$ cat src/rtl/mem_port_arbiter.sv
// Arbitrates the shared memory bus between fetch (I) and data (D) ports.
// D wins by default; a streak counter forces I through under sustained D load.
module mem_port_arbiter #(
  parameter int AW           = 32,
  parameter int DW           = 32,
  parameter int MAX_D_CONSEC = 4,
  parameter int TIMEOUT      = 255
) (
  input  logic            clk,
  input  logic            rst,
  input  logic            i_req,
  input  logic [AW-1:0]   i_addr,
  output logic            i_ack,
  output logic            i_err,
  output logic [DW-1:0]   i_rdata,
  input  logic            d_req,
  input  logic            d_we,
  input  logic [AW-1:0]   d_addr,
  input  logic [DW-1:0]   d_wdata,
  input  logic [DW/8-1:0] d_be,
  output logic            d_ack,
  output logic            d_err,
  output logic [DW-1:0]   d_rdata,
  output logic            mem_req,
  output logic            mem_we,
  output logic [AW-1:0]   mem_addr,
  output logic [DW-1:0]   mem_wdata,
  output logic [DW/8-1:0] mem_be,
  input  logic            mem_ready,
  input  logic [DW-1:0]   mem_rdata
);

  localparam int BW = DW / 8;
  localparam logic [7:0] MAXC = 8'(MAX_D_CONSEC);
  localparam logic [7:0] TLAST = 8'(TIMEOUT - 1);

  typedef enum logic [1:0] {
    IDLE,
    BUSY_I,
    BUSY_D
  } state_e;

  state_e          state_q, state_d;
  logic            we_q, we_d;
  logic [AW-1:0]   addr_q, addr_d;
  logic [DW-1:0]   wdata_q, wdata_d;
  logic [BW-1:0]   be_q, be_d;
  logic [7:0]      streak_q, streak_d;
  logic [7:0]      tmo_q, tmo_d;
  logic            i_ack_q, i_ack_d;
  logic            i_err_q, i_err_d;
  logic [DW-1:0]   i_rdata_q, i_rdata_d;
  logic            d_ack_q, d_ack_d;
  logic            d_err_q, d_err_d;
  logic [DW-1:0]   d_rdata_q, d_rdata_d;
  logic            i_elig, d_elig, tmo_hit;

  always_comb begin
    state_d   = state_q;
    we_d      = we_q;
    addr_d    = addr_q;
    wdata_d   = wdata_q;
    be_d      = be_q;
    streak_d  = streak_q;
    tmo_d     = tmo_q;
    i_ack_d   = 1'b0;
    i_err_d   = i_err_q;
    i_rdata_d = i_rdata_q;
    d_ack_d   = 1'b0;
    d_err_d   = d_err_q;
    d_rdata_d = d_rdata_q;
    // A request whose ack is visible now is already served.
    i_elig    = i_req & ~i_ack_q;
    d_elig    = d_req & ~d_ack_q;
    tmo_hit   = (TIMEOUT != 0) && (tmo_q == TLAST);
    unique case (state_q)
      IDLE: begin
        if (d_elig && (!i_elig || streak_q < MAXC)) begin
          state_d = BUSY_D;
          we_d    = d_we;
          addr_d  = d_addr;
          wdata_d = d_wdata;
          be_d    = d_be;
          tmo_d   = 8'd0;
          if (!i_elig) streak_d = 8'd0;
          else if (streak_q != 8'hFF) streak_d = streak_q + 8'd1;
        end else if (i_elig) begin
          state_d  = BUSY_I;
          we_d     = 1'b0;
          addr_d   = i_addr;
          wdata_d  = '0;
          be_d     = '1;
          tmo_d    = 8'd0;
          streak_d = 8'd0;
        end
      end
      BUSY_I, BUSY_D: begin
        if (mem_ready || tmo_hit) begin
          state_d = IDLE;
          if (state_q == BUSY_I) begin
            i_ack_d   = 1'b1;
            i_err_d   = ~mem_ready;
            i_rdata_d = mem_ready ? mem_rdata : '0;
          end else begin
            d_ack_d   = 1'b1;
            d_err_d   = ~mem_ready;
            d_rdata_d = mem_ready ? mem_rdata : '0;
          end
        end else if (tmo_q != 8'hFF) begin
          tmo_d = tmo_q + 8'd1;
        end
      end
      default: state_d = IDLE;
    endcase
  end

  always_ff @(posedge clk) begin
    if (rst) begin
      state_q   <= IDLE;
      we_q      <= 1'b0;
      addr_q    <= '0;
      wdata_q   <= '0;
      be_q      <= '0;
      streak_q  <= 8'd0;
      tmo_q     <= 8'd0;
      i_ack_q   <= 1'b0;
      i_err_q   <= 1'b0;
      i_rdata_q <= '0;
      d_ack_q   <= 1'b0;
      d_err_q   <= 1'b0;
      d_rdata_q <= '0;
    end else begin
      state_q   <= state_d;
      we_q      <= we_d;
      addr_q    <= addr_d;
      wdata_q   <= wdata_d;
      be_q      <= be_d;
      streak_q  <= streak_d;
      tmo_q     <= tmo_d;
      i_ack_q   <= i_ack_d;
      i_err_q   <= i_err_d;
      i_rdata_q <= i_rdata_d;
      d_ack_q   <= d_ack_d;
      d_err_q   <= d_err_d;
      d_rdata_q <= d_rdata_d;
    end
  end

  assign mem_req   = (state_q != IDLE);
  assign mem_we    = we_q;
  assign mem_addr  = addr_q;
  assign mem_wdata = wdata_q;
  assign mem_be    = be_q;
  assign i_ack     = i_ack_q;
  assign i_err     = i_err_q;
  assign i_rdata   = i_rdata_q;
  assign d_ack     = d_ack_q;
  assign d_err     = d_err_q;
  assign d_rdata   = d_rdata_q;

endmodule
$ cat config.mk
export PLATFORM = sky130hd
export DESIGN_NAME = mem_port_arbiter
export DESIGN_NICKNAME = d
export VERILOG_FILES = /design/src/rtl/mem_port_arbiter.sv
export SDC_FILE = /design/constraint.sdc
export NUM_CORES = 1
export LEC_CHECK = 0
export CORE_MARGIN = 1.5
export CORE_UTILIZATION = 43
export DETAILED_ROUTE_END_ITERATION = 10
export PLACE_DENSITY = 0.85
export SLEW_MARGIN = 20
export SYNTH_ARGS = -nofsm -noshare
export SYNTH_HDL_FRONTEND = slang
export SYNTH_SLANG_ARGS = --single-unit
$ cat constraint.sdc
create_clock -name clk -period 3.15 [get_ports clk]
set_clock_uncertainty 0.15 [all_clocks]
set_input_delay 0.63 -clock clk [delete_from_list [all_inputs] [get_ports clk]]
set_output_delay 0.63 -clock clk [all_outputs]
set_load 0.01 [all_outputs]
==> flow_metrics.tcl, run 1 <==
set metrics [dict create \
    max_slew.worst_pin.slew_ns 0.678 \
    least_setup_slack_across_all_paths_after_layout_ns 0.586 \
    std_cell_rows 40 \
    post-route-min-period_ns 2.56 \
    post-synth-top-area-fraction_pct 56.9 \
    drv_slew 0 \
    die_w_microns 116 \
    post-cts-setup-buffers 0 \
    synth_flop_cell "dfxtp_1" \
    synth-warning-count 0 \
    postCtsResizedCells 0 \
    ioPinCount 276 \
    synth-edff-count 0 \
    route.detailed.wl_per_inst_microns 20.3 \
    yosys.area.top_type "dfxtp_1" \
    met1_length_microns 6810 \
    cts_hold_buffers 0 \
    synth_sequential_area_ratio_pct 56.9 \
    core_sq_um 12200 \
    totalNegativeSetupSlack_ns 0 \
    critical_path_source_type "register" \
    worst-endpoint-arrival_ns 1.78 \
    asyncSetResetFlopFracSynth_pct 0 \
    final_cell_count_no_fill 953 \
    layout.nets 914 \
    post-route-period-util_pct 81.4 \
    critical_path.endpoint_type "output pin" \
    final_util_pct 73.1 \
    port-buffer-count 275 \
    detail_route.wirelength_microns 19300 \
    grtUsageTotal_pct 28.0 \
    cts_sinks 155 \
    gpl.final_weighted_congestion 0.773 \
    max-cap-violations 0 \
    synthTopCellsByArea "dfxtp_1, a32o_1, nor2_1, a222oi_1, a22oi_1" \
    met2RoutedLength_microns 9640 \
    die_h_microns 116 \
    synth_seq_cells 155 \
    setup_viol_count_final 0 \
    synth_area_per_cell_sq_um 10.6 \
    tritoncts.num_buffers 17 \
    power_leakage_uw 0.00328 \
    tritoncts "built" \
    die-area_sq_um 13400 \
    place_inst 920 \
    critical_path_required_ns 2.37 \
    via_density_per_instance 5.76 \
    placement.setup.worst_slack_ns 0.495 \
    clkTransAtPathRegs_ns 0.06 \
    finalHoldViolations 0 \
    slew_headroom_pct 54.8 \
    syn_nets 659 \
    ir_worst_vdd_uv 431 \
    regArea_sq_um 3100 \
    post_synth_instance_area_sq_um 5460 \
    outcome "complete, no violations" \
    dr.first_iter.drc_count 672 \
    post_synth_top_cells "dfxtp_1, nor2_1, a32o_1" \
    first_pass_iters 7 \
    cts_root_buf "clkbuf_16" \
    unrepaired_setup_endpoints_after_global_routing "false" \
    worstSkewPairLatency_ns 0.41 \
    cts_buffer_depth 2 \
    post_synth_inst_count 516 \
    max_clock_freq_mhz 390 \
    hold_path_class "reg2reg" \
    start_util_pct 44.7 \
    grt_overflow_total 0 \
    power_density_nw_per_um2 578 \
    met3_wirelength_microns 2150 \
    area_delta_synth_final_pct 63.5 \
    first_global_vias 5466 \
    drc 0 \
    multiInputGateArea_sq_um 2120 \
    grt_max_degree 69 \
    crit_fanout 4 \
    worst_setup_path_category "reg2out" \
    yosys.cell_types.count 39 \
    synth_most_common_cell "dfxtp_1" \
    drive_gt1_share_pct 7.27 \
    fillCellCount 873 \
    grt_antenna_before_repair 2 \
    ctsHtreeMaxLevel 4 \
    antenna_violating_nets_post_route 0 \
    top_signal_layer_used "met4" \
    grt_pass1_wl_microns 28600 \
    num_vias 5488 \
    detailed_place_hpwl_microns 13200 \
]
[final timing paths]
kind	start	to	slack [ns]	cells past startpoint
hold / removal	d_rdata[9]	d_rdata[9]	0.31	1
setup reg to reg	tmo_q[0]	tmo_q[7]	0.67	7
hold reg to reg	d_rdata[9]	d_rdata[9]	0.31	1
setup / recovery	state_q[0]	mem_req	0.59	4
[through the flow]
| stage | hold WS [ns] | cell area (sq um) | total power [uW] |
|---|---|---|---|
| 2_1_floorplan | 0.291 | 5460 | 2600 |
| 3_3_place_gp | 0.296 | 8320 | 3100 |
| 3_5_place_dp | 0.305 | 8320 | 3130 |
| 4_1_cts | 0.318 | 8920 | 5190 |
| 5_1_grt | 0.337 | 8920 | 5350 |
| 6_report | 0.315 | 8920 | 5160 |
[cells by family after synthesis]
kind of cell    after synthesis  share of synthesized area [%]
simple gates                126                           10.1
flops                       155                           56.9
compound gates              169                           27.0
buf+inv                      60                           4.75
fa+ha+maj                     5                           1.15
xor+xnor                      1                          0.161
[layout make-up]
type,instances,share of cell area [%]
well taps,168,2.36
diodes,1,0.0280
inverters,10,0.421
flip-flops and latches,155,34.8
repair buffers,286,31.9
multi-input cells,301,23.8
clock inverters,13,1.86
clock buffers,19,4.85
[flip-flops by register name, summed over array words and instances (netlist names)]
name and cells:
tmo_q 8, i_err 1, mem_addr 32, i_rdata 32, i_ack 1, mem_be 4
mem_we 1, mem_wdata 32, d_err 1, state_q 2, d_ack 1, d_rdata 32
streak_q 8
[power breakdown]
part	switching (uW)	internal, uW	total, uW
combinational	453	499	952
sequential	68.2	2080	2150
clock	804	1250	2060
total	1330	3840	5160
[routing by layer]
layer / GRT usage (%) / vias to the layer above
met1: 29.2 / 2638
met4: 14.1 / 0
met3: 11.3 / 45
met5: 0 / -
met2: 48.9 / 291
li1: - / 2514
[layout by cell type (no fill, tap or decap), drive strengths merged, types with 2 or more instances in the layout]
cell           instances
clkdlybuf4s50        273
dfxtp                155
nor2                  89
a32o                  64
a22oi                 35
a222oi                32
clkbuf                19
a21oi                 14
inv                   14
buf                   13
nand2                  7
a211oi                 5
ha                     5
nor3                   5
o21ai                  5
or3                    5
nand2b                 4
nand3                  4
and3                   3
a41oi                  3
bufinv                 3
clkinvlp               3
a21o                   3
clkinv                 3
and2b                  2
a31oi                  2
o31ai                  2
or4                    2
a211o                  2
[worst max-delay path, stage by stage (launching register included)]
cell and delay [ns]:
dfxtp_1 0.36, inv_1 0.05, ha_1 0.26, inv_1 0.15
clkdlybuf4s50_1 0.55
Power figures use the tool's default switching activity.
==> run 2, diff against run 1 <==
- CORE_UTILIZATION: 43 -> 40
- PLACE_DENSITY: 0.85 -> 0.8
- clock period: 3.15 -> 2.46 ns (I/O delays scaled with it)
==> run 2 against run 1 <==
Net effect: clock power rose by 29%; cell count increased by 1.6%; sequential power up 28%; total power increased by 29%; cell area grew 1.4%; core utilization is 5.0 points lower; critical path type is now reg2reg; largest cell class unchanged; largest power group unchanged.
==> flow_metrics.tcl, run 2 (synthesized netlist as in run 1, its figures left out) <==
set metrics [dict create \
    least_setup_slack_across_all_paths_after_layout_ns 0.109 \
    crit_fanout 11 \
    layout_commonest_cell "clkdlybuf4s50_1" \
    placement.setup.worst_slack_ns 0.0715 \
    tritoncts.num_buffers 17 \
    antenna_violating_nets_post_route 0 \
    max-cap-violations 0 \
    detail_route.wirelength_microns 18900 \
    drive_gt1_share_pct 8.71 \
    start_util_pct 41.0 \
    cts_buffer_depth 2 \
    drv_slew 0 \
    postCtsResizedCells 0 \
    std_cell_rows 42 \
    outcome "complete, no violations" \
    core_sq_um 13300 \
    cts_sinks 155 \
    via_density_per_instance 5.66 \
    grt_overflow_total 0 \
    antennaDiodeCount 0 \
    die_h_microns 120 \
    finalHoldViolations 0 \
    hold_path_class "in2reg" \
    worst-endpoint-arrival_ns 2.54 \
    post-route-min-period_ns 2.35 \
    grt_max_degree 56 \
    final.hold.worst_slack_ns 0.297 \
    rr_worst_depth 7 \
    ir_worst_vdd_uv 542 \
    place_inst 936 \
    detailed_place_hpwl_microns 13400 \
    port-buffer-count 275 \
    totalNegativeSetupSlack_ns 0 \
    first_pass_iters 10 \
    route.detailed.wl_per_inst_microns 19.5 \
    power_density_nw_per_um2 737 \
    grt_pass1_wl_microns 28500 \
    layout.nets 922 \
    max_clock_freq_mhz 425 \
    final_util_pct 68.0 \
    min_delay_path_depth 2 \
    setup_viol_count_final 0 \
    ioPinCount 276 \
    worst_setup_path_category "reg2reg" \
    max_slew.worst_pin.slew_ns 0.534 \
    drc 0 \
    tritoncts "built" \
    num_vias 5475 \
    critical_path_source_type "register" \
    worstSkewPairLatency_ns 0.41 \
    most-common-layout-cells "clkdlybuf4s50_1, dfxtp_1, nor2_1, a32o_1, a22oi_1" \
    final_cell_count_no_fill 968 \
    cts_root_buf "clkbuf_16" \
    area_delta_synth_final_pct 65.8 \
    post-route-period-util_pct 95.6 \
    power_leakage_uw 0.00333 \
    gpl.final_weighted_congestion 0.826 \
    grt_antenna_before_repair 0 \
    unrepaired_setup_endpoints_after_global_routing "false" \
    die_w_microns 120 \
    slew_headroom_pct 64.4 \
    clkTransAtPathRegs_ns 0.06 \
    die-area_sq_um 14400 \
    cts_hold_buffers 0 \
    ctsHtreeMaxLevel 4 \
    critical_path.endpoint_type "register" \
    post-cts-setup-buffers 0 \
    dr.first_iter.drc_count 567 \
    first_global_vias 5376 \
    critical_path_required_ns 2.65 \
    grtUsageTotal_pct 25.5 \
]
==> run 2: cell count changes in the layout (fill, tap and decap cells not counted), sizes merged <==
cell	before	now
bufinv	3	2
diode	1	0
inv	14	15
clkinvlp	3	2
clkbuf	19	22
clkinv	3	1
buf	13	21
==> run 2: area by class of cell <==
cell class,count,area (sq um)
multi-input combinational,301,2120
timing repair buffer,294,2950
inverter,10,37.5
clock inverter,10,128
clock buffer,22,484
fill,969,4250
sequential,155,3100
tap,176,220
==> run 2: final timing paths <==
check / from / slack, ns / to
setup / recovery: tmo_q[0] / 0.11 / tmo_q[7]
hold / removal: rst / 0.30 / state_q[0]
setup reg to reg: tmo_q[0] / 0.11 / tmo_q[7]
hold reg to reg: i_rdata[24] / 0.32 / i_rdata[24]
==> run 2: worst max-delay path, cell delays in order (launching register included) <==
cell	delay, ns
dfxtp_1	0.37
inv_1	0.09
ha_1	0.21
o211a_1	0.21
a211o_1	0.32
a21o_2	0.28
or4_1	0.51
a21oi_1	0.15
==> run 2: power breakdown <==
part,leakage [uW],total (uW),internal (uW),switching [uW]
logic,0.00177,1260,675,584
clock network,0.000295,2660,1620,1040
registers,0.00126,2750,2670,85.9
==> run 2: per-stage QoR <==
step,area [sq um],power (uW)
after floorplan,5460,3330
after global placement,8430,4010
after detailed placement,8430,4060
after CTS,9040,6710
after global routing,9040,6930
final,9040,6670
==> run 2: metal layers <==
layer | wire (microns) | part of all wire, % | global-route usage (%)
met4 | 547 | 2.9 | 10.6
met5 | 0 | 0 | 0
met2 | 9290 | 49 | 43.1
met1 | 7060 | 37 | 28.5
met3 | 2010 | 11 | 10.3
